## config.mk

```make
export PLATFORM = sky130hd
export DESIGN_NAME = ahb_sram_slave_if_flat
export DESIGN_NICKNAME = d
export VERILOG_FILES = /design/src/rtl/ahb_sram_slave_if_if.sv /design/src/rtl/ahb_sram_slave_if.sv /design/src/flat_wrapper.sv
export SDC_FILE = /design/constraint.sdc
export NUM_CORES = 1
export LEC_CHECK = 0
export BUFFER_PORTS_ARGS = -buffer_cell sky130_fd_sc_hd__buf_2
export CORE_AREA = 2 2 74 76
export CTS_BUF_LIST = sky130_fd_sc_hd__clkbuf_2
export DETAILED_ROUTE_END_ITERATION = 12
export DIE_AREA = 0 0 76 78
export HOLD_SLACK_MARGIN = 0.02
export PLACE_DENSITY = 0.75
export SYNTH_ARGS = -nofsm -noshare
export SYNTH_HDL_FRONTEND = slang
export SYNTH_SLANG_ARGS = --single-unit
```

## constraint.sdc

```tcl
create_clock -name HCLK -period 1.62 [get_ports HCLK]
set_input_delay 0.081 -clock HCLK [delete_from_list [all_inputs] [get_ports HCLK]]
set_output_delay 0.081 -clock HCLK [all_outputs]
set_load 0.02 [all_outputs]
```

## src/rtl/ahb_sram_slave_if_if.sv

```systemverilog
// Bus bundle between an AHB-Lite master, the SRAM front end and the SRAM controller.
// The slave modport is the front end's view; the master modport drives the bus and the SRAM acks.
`timescale 1ns/1ps
interface ahb_sram_slave_if_if #(
  parameter int unsigned AHB_DWIDTH = 32,
  parameter int unsigned ADD_WIDTH  = 11
);
  logic                  HSEL;
  logic [31:0]           HADDR;
  logic [1:0]            HTRANS;
  logic                  HWRITE;
  logic [2:0]            HSIZE;
  logic [AHB_DWIDTH-1:0] HWDATA;
  logic                  HREADY;
  logic                  HREADYOUT;
  logic                  HRESP;
  logic [AHB_DWIDTH-1:0] HRDATA;

  logic                  ahbsram_req;
  logic                  ahbsram_write;
  logic [2:0]            ahbsram_size;
  logic [ADD_WIDTH-1:0]  ahbsram_addr;
  logic [AHB_DWIDTH-1:0] ahbsram_wdata;
  logic                  sramahb_ack;
  logic [AHB_DWIDTH-1:0] sramahb_rdata;

  modport slave (
    input  HSEL, HADDR, HTRANS, HWRITE, HSIZE, HWDATA, HREADY,
    output HREADYOUT, HRESP, HRDATA,
    output ahbsram_req, ahbsram_write, ahbsram_size, ahbsram_addr, ahbsram_wdata,
    input  sramahb_ack, sramahb_rdata
  );

  modport master (
    output HSEL, HADDR, HTRANS, HWRITE, HSIZE, HWDATA, HREADY,
    input  HREADYOUT, HRESP, HRDATA,
    input  ahbsram_req, ahbsram_write, ahbsram_size, ahbsram_addr, ahbsram_wdata,
    output sramahb_ack, sramahb_rdata
  );
endinterface

```

## src/rtl/ahb_sram_slave_if.sv

```systemverilog
// AHB-Lite slave front end: turns bus transfers into single-pulse SRAM requests, stalls the
// bus until the SRAM controller acks, and answers illegal size/alignment with a 2-cycle ERROR.
`timescale 1ns/1ps
module ahb_sram_slave_if #(
  parameter int unsigned AHB_DWIDTH = 32,
  parameter int unsigned ADD_WIDTH  = 11
) (
  input logic                HCLK,
  input logic                HRESETN,
  ahb_sram_slave_if_if.slave bus
);

  typedef enum logic [2:0] {
    StIdle = 3'd0,
    StReq  = 3'd1,
    StWait = 3'd2,
    StErr1 = 3'd3,
    StErr2 = 3'd4
  } state_e;

  state_e               state_q;
  logic                 hreadyout_q;
  logic                 hresp_q;
  logic                 req_q;
  logic                 write_q;
  logic [2:0]           size_q;
  logic [ADD_WIDTH-1:0] addr_q;

  logic addr_valid;
  logic size_illegal;
  logic align_illegal;
  logic xfer_illegal;
  logic unused_bus;

  assign addr_valid    = bus.HSEL & bus.HREADY & bus.HTRANS[1];
  assign size_illegal  = (bus.HSIZE > 3'b010);
  assign align_illegal = ((bus.HSIZE == 3'b001) && bus.HADDR[0]) ||
                         ((bus.HSIZE == 3'b010) && (bus.HADDR[1:0] != 2'b00));
  assign xfer_illegal  = size_illegal | align_illegal;

  // Only the SRAM-sized part of the address and the NONSEQ/SEQ bit of HTRANS matter here.
  assign unused_bus = ^{bus.HADDR[31:ADD_WIDTH], bus.HTRANS[0]};

  always_ff @(posedge HCLK or negedge HRESETN) begin
    if (!HRESETN) begin
      state_q     <= StIdle;
      hreadyout_q <= 1'b1;
      hresp_q     <= 1'b0;
      req_q       <= 1'b0;
      write_q     <= 1'b0;
      size_q      <= 3'b000;
      addr_q      <= '0;
    end else begin
      unique case (state_q)
        // The second error cycle is also an address-phase slot, so it shares the idle decode.
        StIdle, StErr2: begin
          req_q <= 1'b0;
          if (addr_valid && xfer_illegal) begin
            hreadyout_q <= 1'b0;
            hresp_q     <= 1'b1;
            state_q     <= StErr1;
          end else if (addr_valid) begin
            write_q     <= bus.HWRITE;
            size_q      <= bus.HSIZE;
            addr_q      <= bus.HADDR[ADD_WIDTH-1:0];
            req_q       <= 1'b1;
            hreadyout_q <= 1'b0;
            hresp_q     <= 1'b0;
            state_q     <= StReq;
          end else begin
            hreadyout_q <= 1'b1;
            hresp_q     <= 1'b0;
            state_q     <= StIdle;
          end
        end
        StReq: begin
          req_q <= 1'b0;
          if (bus.sramahb_ack) begin
            hreadyout_q <= 1'b1;
            state_q     <= StIdle;
          end else begin
            state_q <= StWait;
          end
        end
        StWait: begin
          if (bus.sramahb_ack) begin
            hreadyout_q <= 1'b1;
            state_q     <= StIdle;
          end
        end
        StErr1: begin
          hreadyout_q <= 1'b1;
          hresp_q     <= 1'b1;
          state_q     <= StErr2;
        end
        default: begin
          req_q       <= 1'b0;
          hreadyout_q <= 1'b1;
          hresp_q     <= 1'b0;
          state_q     <= StIdle;
        end
      endcase
    end
  end

  assign bus.HREADYOUT     = hreadyout_q;
  assign bus.HRESP         = hresp_q;
  assign bus.HRDATA        = bus.sramahb_rdata;
  assign bus.ahbsram_req   = req_q;
  assign bus.ahbsram_write = write_q;
  assign bus.ahbsram_size  = size_q;
  assign bus.ahbsram_addr  = addr_q;
  assign bus.ahbsram_wdata = bus.HWDATA;

endmodule

```

## src/flat_wrapper.sv

```systemverilog
// flat-port wrapper written by rule: the top's interface ports become plain ports
module ahb_sram_slave_if_flat 
#(
  parameter int unsigned AHB_DWIDTH = 32,
  parameter int unsigned ADD_WIDTH  = 11
)
  (HCLK, HRESETN, bus_HSEL, bus_HADDR, bus_HTRANS, bus_HWRITE, bus_HSIZE, bus_HWDATA, bus_HREADY, bus_HREADYOUT, bus_HRESP, bus_HRDATA, bus_ahbsram_req, bus_ahbsram_write, bus_ahbsram_size, bus_ahbsram_addr, bus_ahbsram_wdata, bus_sramahb_ack, bus_sramahb_rdata);
  ahb_sram_slave_if_if #(.AHB_DWIDTH(AHB_DWIDTH), .ADD_WIDTH(ADD_WIDTH)) bus_i ();
  input logic HCLK;
  input logic HRESETN;
  input wire logic [$bits(bus_i.HSEL)-1:0] bus_HSEL;
  input wire logic [$bits(bus_i.HADDR)-1:0] bus_HADDR;
  input wire logic [$bits(bus_i.HTRANS)-1:0] bus_HTRANS;
  input wire logic [$bits(bus_i.HWRITE)-1:0] bus_HWRITE;
  input wire logic [$bits(bus_i.HSIZE)-1:0] bus_HSIZE;
  input wire logic [$bits(bus_i.HWDATA)-1:0] bus_HWDATA;
  input wire logic [$bits(bus_i.HREADY)-1:0] bus_HREADY;
  output wire logic [$bits(bus_i.HREADYOUT)-1:0] bus_HREADYOUT;
  output wire logic [$bits(bus_i.HRESP)-1:0] bus_HRESP;
  output wire logic [$bits(bus_i.HRDATA)-1:0] bus_HRDATA;
  output wire logic [$bits(bus_i.ahbsram_req)-1:0] bus_ahbsram_req;
  output wire logic [$bits(bus_i.ahbsram_write)-1:0] bus_ahbsram_write;
  output wire logic [$bits(bus_i.ahbsram_size)-1:0] bus_ahbsram_size;
  output wire logic [$bits(bus_i.ahbsram_addr)-1:0] bus_ahbsram_addr;
  output wire logic [$bits(bus_i.ahbsram_wdata)-1:0] bus_ahbsram_wdata;
  input wire logic [$bits(bus_i.sramahb_ack)-1:0] bus_sramahb_ack;
  input wire logic [$bits(bus_i.sramahb_rdata)-1:0] bus_sramahb_rdata;
  assign bus_i.HSEL = bus_HSEL;
  assign bus_i.HADDR = bus_HADDR;
  assign bus_i.HTRANS = bus_HTRANS;
  assign bus_i.HWRITE = bus_HWRITE;
  assign bus_i.HSIZE = bus_HSIZE;
  assign bus_i.HWDATA = bus_HWDATA;
  assign bus_i.HREADY = bus_HREADY;
  assign bus_HREADYOUT = bus_i.HREADYOUT;
  assign bus_HRESP = bus_i.HRESP;
  assign bus_HRDATA = bus_i.HRDATA;
  assign bus_ahbsram_req = bus_i.ahbsram_req;
  assign bus_ahbsram_write = bus_i.ahbsram_write;
  assign bus_ahbsram_size = bus_i.ahbsram_size;
  assign bus_ahbsram_addr = bus_i.ahbsram_addr;
  assign bus_ahbsram_wdata = bus_i.ahbsram_wdata;
  assign bus_i.sramahb_ack = bus_sramahb_ack;
  assign bus_i.sramahb_rdata = bus_sramahb_rdata;
  ahb_sram_slave_if #(.AHB_DWIDTH(AHB_DWIDTH), .ADD_WIDTH(ADD_WIDTH)) u_core (.HCLK(HCLK), .HRESETN(HRESETN), .bus(bus_i));
endmodule
```

==> out/results.ini <==
[placed_design]
dpl.hpwl_mm = 1.62
numPlacedInstances = 167
place.gp.congestion = 0.583
placed_area_sq_um = 1170
port_buffers = 38

[worst_setup_path]
timing.rr.end = u_core.bus.ahbsram_addr[4]
critical_path.endpoint = u_core.bus.ahbsram_addr[4]
r2r_cells = 4
cp_slowest_cell = dfrtp_1
crit_chain = nor4b_4 > nor3b_4 > buf_6 > mux2_4
crit_fanout = 9
critPathLaunch = u_core.state_q[0]
cp-start-kind = flop
end_kind = flop
cp.required_ns = 1.86
max_stage_delay_ns = 0.46
r2r-start = u_core.state_q[0]
cp.arrival_ns = 1.85
path_class = flop to flop
rrSetupSlack_ns = 0.009

[drt]
vias = 721
detail_route.first_pass.iterations = 3
ant_nets = 0
drt_wl_total_mm = 2.48
routedWlPerCell_um = 13.2
drc = 0
drtIter0Drc = 7
vias_per_cell = 3.84

[die]
chipHeight_um = 78
core_sq_um = 5040
die_w_um = 76
start_util_pct = 26.1
io_pins = 189
fp-row-count = 26
dieArea_sq_um = 5930

[cts]
clk_latency_ns = 0.33
cts_buffers = 3
cts_buffer_depth = 2
path_clk_slew_ns = 0.23
cts_tree = yes
cts_max_level = 1
cts.sinks = 21
root_buffer = clkbuf_2

[layout]
final_cell_mix = buf_2, dfrtp_1, dlygate4sd3_1
layout-drive-gt1-share_pct = 57.6
finalInstanceArea_sq_um = 1390
layout_commonest_cell = buf_2
synthToLayoutAreaGrowth_pct = 5.43
n_antenna_cell = 0
num-nets-final = 226
finalNonFillerCells = 188

[min_path]
min_from = bus_HSIZE[2]
hp-class = primary input to flop
hold_depth = 3

[sta]
period_share_pct = 99.5
clock_skew_ns = 0.0108
setup_viol = 0
tightest_slew_ns = 0.509
rsz0062_at_grt = yes
finalCriticalPeriod_ns = 1.61
hold_viol_final = 0
maxSlewViolCount = 0
slew_headroom_pct = 66.1
max_freq_mhz = 621

[synthesis]
synth.cell_area_sq_um = 1310
avgSynthCellArea_sq_um = 11.0
syn-num-nets = 226
synth_seq_cells = 21
yosysSeqAreaShare_pct = 40.1
syn_inst = 119
synth_warnings = 0
synth_cell_types = 19

[grt]
grt_pass1_wl_mm = 3.82
antenna_found_initial = 0
grt_pass1_vias = 781
grt_usage_pct = 8.34
grt_max_degree = 22
overflow = 0

[job]
max_cap_viol_count = 0

[power_and_ir_drop]
power_density_nw_per_um2 = 1040
p_leak_nw = 0.696
vdd_ir_drop_max_mv = 0.333

[status]
status = finished clean

-- per-stage QoR --
step                TNS (ns)  worst slack, ns  utilization (%)  hold slack (ns)  power [W]
floorplan             -0.691          -0.0863                -           -0.215    0.00121
global placement           0           0.0171             23.2           0.0804    0.00115
detailed placement         0           0.0138             23.2           0.0864    0.00116
CTS                  -0.0894          -0.0246             27.2           0.0433    0.00147
global route          -0.569          -0.0675             27.5           0.0414    0.00154
finish                     0          0.00873             27.5           0.0763    0.00144
-- power by group --
group | internal [W] | switching, W
Combinational | 0.000265 | 0.000246
Clock | 0.0000560 | 0.000177
Sequential | 0.000635 | 0.0000573
-- worst min-delay path by stage --
| stage | endpoint | slack [ns] |
|---|---|---|
| floorplan | u_core.bus.HRESP | -0.21 |
| global placement | u_core.bus.ahbsram_addr[0] | 0.08 |
| detailed placement | u_core.bus.ahbsram_size[1] | 0.09 |
| CTS | u_core.bus.HRESP | 0.04 |
| global route | u_core.state_q[0] | 0.04 |
| finish | u_core.bus.HRESP | 0.08 |
-- layout make-up --
type	instances	area (sq um)
Fill cell	521	3660
Timing Repair Buffer	60	403
Clock buffer	3	15.0
Multi-Input combinational cell	32	344
Inverter	1	3.75
Clock inverter	1	5.00
Tap cell	70	87.6
Sequential cell	21	527
-- per-layer routing --
layer  vias up  wire (um)  track usage (%)
met5         -          0                0
li1        315          -                -
met3        26        241             2.79
met1       328       1010             9.14
met4         0        123             7.09
met2        52       1110             13.0
-- timing repair --
action | in CTS | in global routing
gates resized for setup | 7 | 1
hold buffers | 16 | 0
pin swaps | 0 | 0
hold endpoints to repair | 36 | 0
setup endpoints to repair | 11 | 14
setup buffers | 0 | 1
-- state kept, by name, summed over array words and instances (netlist names) --
| name | count |
|---|---|
| u_core.bus.ahbsram_addr | 11 |
| u_core.bus.ahbsram_size | 3 |
| u_core.state_q | 3 |
| u_core.bus.HREADYOUT | 1 |
| u_core.bus.HRESP | 1 |
| u_core.bus.ahbsram_req | 1 |
| u_core.bus.ahbsram_write | 1 |
-- worst max-delay path: cells and delay by family (launching register included) --
family	cells	cell delay, ns
simple gates	2	0.55
flops	1	0.46
mux	1	0.31
buf+inv	1	0.20
-- synthesized netlist by cell type --
| library cell | number | area, sq um |
|---|---|---|
| a21oi_1 | 1 | 5.00 |
| a31o_2 | 1 | 8.76 |
| and2b_2 | 1 | 8.76 |
| and3_2 | 1 | 7.51 |
| buf_4 | 64 | 480 |
| buf_6 | 1 | 11.3 |
| dfrtp_1 | 20 | 500 |
| dfstp_2 | 1 | 26.3 |
| inv_1 | 1 | 3.75 |
| maj3_1 | 1 | 10.0 |
| mux2_2 | 14 | 158 |
| nand2_1 | 4 | 15.0 |
| nor2_1 | 3 | 11.3 |
| nor3_1 | 1 | 5.00 |
| nor3b_4 | 1 | 18.8 |
| nor4b_4 | 1 | 23.8 |
| o21ai_0 | 1 | 5.00 |
| or3_1 | 1 | 6.26 |
| xnor2_1 | 1 | 8.76 |
-- cell families (layout without fill, tap and decap cells) --
| family | Yosys count | in the layout | share of synthesized area, % |
|---|---|---|---|
| buf+inv | 66 | 65 | 37.7 |
| flops | 21 | 21 | 40.1 |
| mux | 14 | 14 | 12.0 |
| simple gates | 13 | 13 | 7.33 |
| compound gates | 3 | 3 | 1.43 |
| fa+ha+maj | 1 | 1 | 0.762 |
| xor+xnor | 1 | 1 | 0.667 |
Note: power is estimated with default switching activity, not from simulation.
